$ cat config.mk
export PLATFORM = sky130hd
export DESIGN_NAME = sam_control_unit
export DESIGN_NICKNAME = d
export VERILOG_FILES = /design/src/rtl/sam_pkg.sv /design/src/rtl/sam_decoder.sv /design/src/rtl/sam_control_unit.sv
export SDC_FILE = /design/constraint.sdc
export NUM_CORES = 1
export LEC_CHECK = 0
export CAP_MARGIN = 20
export CELL_PAD_IN_SITES_DETAIL_PLACEMENT = 0
export CELL_PAD_IN_SITES_GLOBAL_PLACEMENT = 1
export CORE_AREA = 2 2 63 59
export CTS_CLUSTER_DIAMETER = 120
export DETAILED_ROUTE_END_ITERATION = 8
export DIE_AREA = 0 0 65 61
export GPL_TIMING_DRIVEN = 0
export PLACE_DENSITY_LB_ADDON = 0.1
export RECOVER_POWER = 100
export SYNTH_ARGS = -nofsm -noshare
export SYNTH_HDL_FRONTEND = slang
export SYNTH_SLANG_ARGS = --single-unit
$ cat constraint.sdc
create_clock -name clk -period 2.2 [get_ports clk]
set_input_delay 0.22 -clock clk [delete_from_list [all_inputs] [get_ports clk]]
set_output_delay 0.22 -clock clk [all_outputs]
set_load 0.005 [all_outputs]
$ cat src/rtl/sam_pkg.sv
// Shared definitions for the Very Half SAM control unit.
// Opcode values, ALU / accumulator-input select codes, FSM state encoding
// and the decoded-instruction payload passed from the decoder to the FSM.
package sam_pkg;

  localparam int unsigned OP_W   = 4;
  localparam int unsigned WORD_W = 8;
  localparam int unsigned CNT_W  = 8;   // holds WAIT_LIMIT up to 255

  localparam logic [OP_W-1:0] OP_LDI = 4'h0;
  localparam logic [OP_W-1:0] OP_LDA = 4'h1;
  localparam logic [OP_W-1:0] OP_STA = 4'h2;
  localparam logic [OP_W-1:0] OP_ADD = 4'h3;
  localparam logic [OP_W-1:0] OP_SUB = 4'h4;
  localparam logic [OP_W-1:0] OP_AND = 4'h5;
  localparam logic [OP_W-1:0] OP_OR  = 4'h6;
  localparam logic [OP_W-1:0] OP_JMP = 4'h7;
  localparam logic [OP_W-1:0] OP_JZ  = 4'h8;
  localparam logic [OP_W-1:0] OP_LDX = 4'h9;
  localparam logic [OP_W-1:0] OP_HLT = 4'hF;

  localparam logic [1:0] ALU_ADD = 2'b00;
  localparam logic [1:0] ALU_SUB = 2'b01;
  localparam logic [1:0] ALU_AND = 2'b10;
  localparam logic [1:0] ALU_OR  = 2'b11;

  localparam logic [1:0] ACC_NONE = 2'b00;
  localparam logic [1:0] ACC_TGT  = 2'b01;
  localparam logic [1:0] ACC_BUS  = 2'b10;
  localparam logic [1:0] ACC_ALU  = 2'b11;

  typedef enum logic [2:0] {
    ST_IDLE, ST_FETCH, ST_DECODE, ST_MEM, ST_IND1, ST_IND2, ST_HALT, ST_ERROR
  } state_t;

  typedef struct packed {
    logic       is_mem;   // single direct memory access (LDA/STA/ALU ops)
    logic       is_wr;    // that access is a write (STA)
    logic       is_ind;   // two-step indirect load (LDX)
    logic       is_jmp;
    logic       is_jz;
    logic       is_ldi;
    logic       is_hlt;
    logic [1:0] alu_sel;
    logic [1:0] acc_sel;
  } dec_t;

endpackage

$ cat src/rtl/sam_decoder.sv
// Combinational opcode decoder.
//  op     in  4  instruction opcode (IReg[7:4])
//  dec_c  out    decoded instruction class and datapath select codes
module sam_decoder
  import sam_pkg::*;
(
  input  logic [OP_W-1:0] op,
  output dec_t            dec_c
);

  always_comb begin
    dec_c = '0;
    case (op)
      OP_LDI: begin dec_c.is_ldi = 1'b1; dec_c.acc_sel = ACC_TGT; end
      OP_LDA: begin dec_c.is_mem = 1'b1; dec_c.acc_sel = ACC_BUS; end
      OP_STA: begin dec_c.is_mem = 1'b1; dec_c.is_wr = 1'b1; end
      OP_ADD: begin dec_c.is_mem = 1'b1; dec_c.alu_sel = ALU_ADD; dec_c.acc_sel = ACC_ALU; end
      OP_SUB: begin dec_c.is_mem = 1'b1; dec_c.alu_sel = ALU_SUB; dec_c.acc_sel = ACC_ALU; end
      OP_AND: begin dec_c.is_mem = 1'b1; dec_c.alu_sel = ALU_AND; dec_c.acc_sel = ACC_ALU; end
      OP_OR:  begin dec_c.is_mem = 1'b1; dec_c.alu_sel = ALU_OR;  dec_c.acc_sel = ACC_ALU; end
      OP_JMP: dec_c.is_jmp = 1'b1;
      OP_JZ:  dec_c.is_jz  = 1'b1;
      OP_LDX: begin dec_c.is_ind = 1'b1; dec_c.acc_sel = ACC_BUS; end
      OP_HLT: dec_c.is_hlt = 1'b1;
      default: ;  // A-E are NOPs
    endcase
  end

endmodule

$ cat src/rtl/sam_control_unit.sv
// Multi-cycle fetch/decode/execute sequencer for the Very Half SAM datapath.
// Every memory access waits on Mem_Ready; an access that waits WAIT_LIMIT
// cycles without completing parks the unit in ERROR until reset.
//  clk, rst                       clock, async active-low reset
//  IReg_Data_Out, Acc_Data_Out    instruction and accumulator from datapath
//  Mem_Ready                      memory completes current access this cycle
//  *_En, *_Sel, Mem_Rd, Mem_Wr    datapath controls and memory strobes
//  Halted, Fault                  sticky status (HALT / ERROR state)
// Controls are decoded from the current state (and Mem_Ready for enables),
// so they drop to zero in the same cycle reset is asserted.
module sam_control_unit
  import sam_pkg::*;
#(
  parameter int unsigned WAIT_LIMIT = 16
) (
  input  logic              clk,
  input  logic              rst,
  input  logic [WORD_W-1:0] IReg_Data_Out,
  input  logic [WORD_W-1:0] Acc_Data_Out,
  input  logic              Mem_Ready,
  output logic              IReg_En,
  output logic              PC_En,
  output logic              IAR_En,
  output logic              Acc_En,
  output logic              Mux_PC_Add_Sel,
  output logic              Mux_PC_In_Sel,
  output logic              IReg_Buffer_Sel,
  output logic              PC_Buffer_Sel,
  output logic              IAR_Buffer_Sel,
  output logic              Acc_Buffer_Sel,
  output logic [1:0]        Mux_Acc_In_Sel,
  output logic [1:0]        ALU_Sel,
  output logic              Mem_Rd,
  output logic              Mem_Wr,
  output logic              Halted,
  output logic              Fault
);

  state_t            state, next_state;
  logic [CNT_W-1:0]  wait_cnt;
  dec_t              dec_c;
  logic              mem_state_c;
  logic              timeout_c;
  logic              unused_target;

  // Target field is routed by the datapath, not by this block.
  assign unused_target = ^IReg_Data_Out[OP_W-1:0];

  sam_decoder u_dec (
    .op    (IReg_Data_Out[WORD_W-1:OP_W]),
    .dec_c (dec_c)
  );

  assign mem_state_c = (state == ST_FETCH) || (state == ST_MEM) ||
                       (state == ST_IND1)  || (state == ST_IND2);
  // Last permitted wait cycle with memory still busy.
  assign timeout_c   = mem_state_c && !Mem_Ready &&
                       (wait_cnt == CNT_W'(WAIT_LIMIT - 1));

  // State register
  always_ff @(posedge clk or negedge rst) begin
    if (!rst) state <= ST_IDLE;
    else      state <= next_state;
  end

  // Wait counter: restarts on every state change, counts stalled cycles
  always_ff @(posedge clk or negedge rst) begin
    if (!rst)                           wait_cnt <= '0;
    else if (next_state != state)       wait_cnt <= '0;
    else if (mem_state_c && !Mem_Ready) wait_cnt <= wait_cnt + CNT_W'(1);
  end

  // Next-state and control decode
  always_comb begin
    next_state      = state;
    IReg_En         = 1'b0;
    PC_En           = 1'b0;
    IAR_En          = 1'b0;
    Acc_En          = 1'b0;
    Mux_PC_Add_Sel  = 1'b0;
    Mux_PC_In_Sel   = 1'b0;
    IReg_Buffer_Sel = 1'b0;
    PC_Buffer_Sel   = 1'b0;
    IAR_Buffer_Sel  = 1'b0;
    Acc_Buffer_Sel  = 1'b0;
    Mux_Acc_In_Sel  = ACC_NONE;
    ALU_Sel         = ALU_ADD;
    Mem_Rd          = 1'b0;
    Mem_Wr          = 1'b0;
    Halted          = 1'b0;
    Fault           = 1'b0;

    case (state)
      ST_IDLE: next_state = ST_FETCH;

      ST_FETCH: begin
        PC_Buffer_Sel  = 1'b1;
        Mem_Rd         = 1'b1;
        Mux_PC_In_Sel  = 1'b1;
        Mux_PC_Add_Sel = 1'b1;
        if (Mem_Ready) begin
          IReg_En    = 1'b1;
          PC_En      = 1'b1;
          next_state = ST_DECODE;
        end
      end

      ST_DECODE: begin
        next_state = ST_FETCH;
        if (dec_c.is_ldi) begin
          Acc_En         = 1'b1;
          Mux_Acc_In_Sel = dec_c.acc_sel;
        end else if (dec_c.is_jmp || (dec_c.is_jz && (Acc_Data_Out == '0))) begin
          // PC already points past this instruction; offset adds to that.
          PC_En         = 1'b1;
          Mux_PC_In_Sel = 1'b1;
        end else if (dec_c.is_hlt) begin
          next_state = ST_HALT;
        end else if (dec_c.is_mem) begin
          next_state = ST_MEM;
        end else if (dec_c.is_ind) begin
          next_state = ST_IND1;
        end
      end

      ST_MEM: begin
        IReg_Buffer_Sel = 1'b1;
        if (dec_c.is_wr) begin
          Mem_Wr         = 1'b1;
          Acc_Buffer_Sel = 1'b1;
        end else begin
          Mem_Rd         = 1'b1;
          ALU_Sel        = dec_c.alu_sel;
          Mux_Acc_In_Sel = dec_c.acc_sel;
          Acc_En         = Mem_Ready;
        end
        if (Mem_Ready) next_state = ST_FETCH;
      end

      ST_IND1: begin
        IReg_Buffer_Sel = 1'b1;
        Mem_Rd          = 1'b1;
        IAR_En          = Mem_Ready;
        if (Mem_Ready) next_state = ST_IND2;
      end

      ST_IND2: begin
        IAR_Buffer_Sel = 1'b1;
        Mem_Rd         = 1'b1;
        Mux_Acc_In_Sel = ACC_BUS;
        Acc_En         = Mem_Ready;
        if (Mem_Ready) next_state = ST_FETCH;
      end

      ST_HALT:  Halted = 1'b1;
      ST_ERROR: Fault  = 1'b1;
      default:  next_state = ST_ERROR;
    endcase

    if (timeout_c) next_state = ST_ERROR;
  end

endmodule

==> impl_metrics.yaml <==
cells_and_area:
  final_util_pct: 42.52
  fin_cells: 210
  num-nets-final: 187
  antenna_cells: 0
  drive_gt1_share_pct: 17.47
  syn_to_final_growth_pct: 45.81
timing:
  setup_viol: 0
  worst_slew_pin_slew_ns: 0.5061
  relSlewSlack_pct: 66.15
  fin_tns_setup_ns: 0
  period_share_pct: 95.49
  timing.final.ws_setup_ns: 0.09914
  rsz0062_at_grt: "no"
  final.min_clock_period_ns: 2.101
  fmax_mhz: 476.0
  fin_skew_ns: 0.0005213
  report.final.slew_viol_count: 0
  finalHoldViolCount: 0
global_route:
  overflow: 0
  grt_first_pass_wirelength_um: 4498
  grt_max_degree: 12
  antenna_found_initial: 0
  grt_pass1_vias: 993
  grt_usage_pct: 14.43
power:
  power_density_nw_per_um2: 955.7
  p_comb_share_pct: 64.5
  clkPwrFrac_pct: 15.0
  p_leak_nw: 0.6318
  vdd.ir_drop.worst_mv: 0.2764
  p_sw_share_pct: 39.64
  seq_power_share_pct: 20.5
  switchingPower_mw: 0.5281
  p_int_mw: 0.8040
logic_synthesis:
  synth_nets: 151
  yosysMostFrequentCell: "nor2_1"
  synth_top_area_cell: "dfrtp_1"
  synth-seq-cells: 11
  avgSynthCellArea_um2: 7.297
  synth_cells: 131
  ys_top_cells_by_count: "nor2_1, nand2_1, dfrtp_1"
  netlist_top_cells_area: "dfrtp_1, nor2_1, nand2_1"
  syn_area_um2: 955.9
  async_flop_share_pct: 100.0
  yosysWarnings: 0
  yosysUniqueCellTypes: 40
  yosys_most_used_dff: "dfrtp_1"
  yosysTopAreaCellShare_pct: 28.80
  synth_edf_count: 0
  yosysSeqAreaShare_pct: 28.80
setup_path:
  cp-end-kind: "output pin"
  worst_r2r_startpoint: "wait_cnt[4]"
  crit_chain: "buf_4, buf_4, and3_4, and2_1, dlygate4sd3_1"
  critical_path_class: "reg -> out"
  crit_path_frequent_cell: "buf_4"
  reg2reg_slack_ns: 0.18
  crit_slowest_cell: "dlygate4sd3_1"
  reg2regPathDepth: 5
  crit_required_ns: 1.98
  slowest_delay_ns: 0.58
  path_max_fanout: 11
  crit_buf_inv: 3
  worstPathArrival_ns: 1.88
  crit_path_start_kind: "flip-flop"
  r2r-end: "wait_cnt[5]"
  crit_family: "buffers and inverters"
clocking:
  cts_buffer_depth: 2
  cts_tree: "yes"
  clock_sinks: 11
  insertion_delay_ns: 0.23
  path_clk_slew_ns: 0.05
  root_buffer: "clkbuf_8"
  hold_buffers: 0
  htreeDepth: 1
  cts_inserted_buffers: 3
status:
  status: "finished clean"
drt:
  routed_wl_um: 2585
  postRouteAntennaNets: 0
  dr.pass1.iters: 4
  drt_iter0_markers: 52
  viasPerCell: 4.895
  dr_total_vias: 1028
  routedWlPerCell_um: 12.31
  drc_errors: 0
place:
  dp.cells: 203
  port_buffers: 28
  dp_slack_ns: -0.2797
  dp_hpwl_um: 1989
  gp_congestion: 0.7823
flow_run:
  maxCapViolCount: 0
min_path:
  hold_class: "in -> async"
die:
  start_util_pct: 29.16
  dieArea_um2: 3965
  num_io_pins: 37
  die_x_um: 65
  die_h_um: 61
  coreArea_um2: 3278
  rows: 20
-- repair_timing --
action                                  4_1_cts  5_1_grt
cloned                                        0        0
pin swaps                                     0        0
endpoints found under the setup margin       10        4
gates resized for setup                      14        5
buffers inserted                              4        0
-- power groups by stage --
| stage | logic, mW | registers, mW | clock network [mW] |
|---|---|---|---|
| after floorplan | 0.483 | 0.268 | 0 |
| after global placement | 0.834 | 0.281 | 0 |
| after detailed placement | 0.839 | 0.279 | 0 |
| after CTS | 0.874 | 0.273 | 0.203 |
| after global routing | 0.957 | 0.278 | 0.218 |
| final | 0.859 | 0.274 | 0.200 |
-- layout make-up --
type	instances	area, µm²
multi-input cells	103	623.1
clock buffers	4	45.04
inverters	6	22.52
plain buffers	10	63.81
repair buffers	32	309.0
flip-flops and latches	11	275.3
well taps	44	55.05
fillers	360	1884
-- logic make-up after synthesis --
group	synth area share, %
AND/OR/NAND/NOR	36.52
flip-flops	28.80
multiplexers	2.487
adder cells (fa/ha/maj)	1.309
buffers and inverters	8.115
XOR/XNOR	7.329
AO/OA/AOI/OAI	15.44
-- metrics by stage --
step	hold WS [ns]	total power, mW	instance area [µm²]
2_1_floorplan	-0.07559	0.7506	955.9
3_3_place_gp	0.5389	1.115	1291
3_5_place_dp	0.5437	1.118	1291
4_1_cts	0.3397	1.350	1391
5_1_grt	0.4307	1.454	1394
6_report	0.3934	1.332	1394
-- how the worst max path moves through the flow --
stage                           startpoint             end  slack [ns]  cells after the start
after global routing           wait_cnt[4]     wait_cnt[5]        0.03                      5
after floorplan                wait_cnt[4]     wait_cnt[0]        0.39                      5
final                             state[0]  Acc_Buffer_Sel         0.1                      5
after detailed placement  IReg_Data_Out[4]          Mem_Wr       -0.28                      6
after CTS                         state[2]      ALU_Sel[1]        0.04                      6
after global placement    IReg_Data_Out[4]          Mem_Wr       -0.27                      6
-- sequential cells by signal (all words and copies together), names as in the netlist --
| register | flops |
|---|---|
| wait_cnt | 8 |
| state | 3 |
-- routing by layer --
metal / share of wire (%) / GRT usage [%] / vias to the layer above
met4: 0 / 0.9119 / 0
met3: 4.1 / 3.711 / 0
met2: 46 / 25.33 / 23
li1: - / - / 521
met5: 0 / 0 / -
met1: 50 / 18.90 / 484
-- cell usage in the layout (no fill, tap or decap), types with 2 or more instances in the layout --
master           instances
clkdlybuf4s50_1         16
nand2_1                 15
a21o_1                   2
a22oi_1                  2
o21ai_0                  7
a21oi_1                  5
nor2_1                  21
nand4_1                  3
and2_1                   2
nand3_1                  5
dlygate4sd3_1            7
buf_4                    7
buf_2                    3
dfrtp_1                 11
nor3_1                   6
inv_1                    4
xor2_1                   4
clkbuf_8                 4
dlygate4sd2_1            3
nor2b_1                  2
clkbuf_1                 3
nor4_1                   3
xnor2_1                  4
inv_2                    2
-- worst reg2reg max path, cell delays in order, from the launching register on --
cell	delay, ns
dfrtp_1	0.41
or4_4	0.58
o21ai_2	0.13
a32o_2	0.21
mux2i_2	0.45
nor2_1	0.10
No activity file was read; power rests on OpenSTA's default activity.
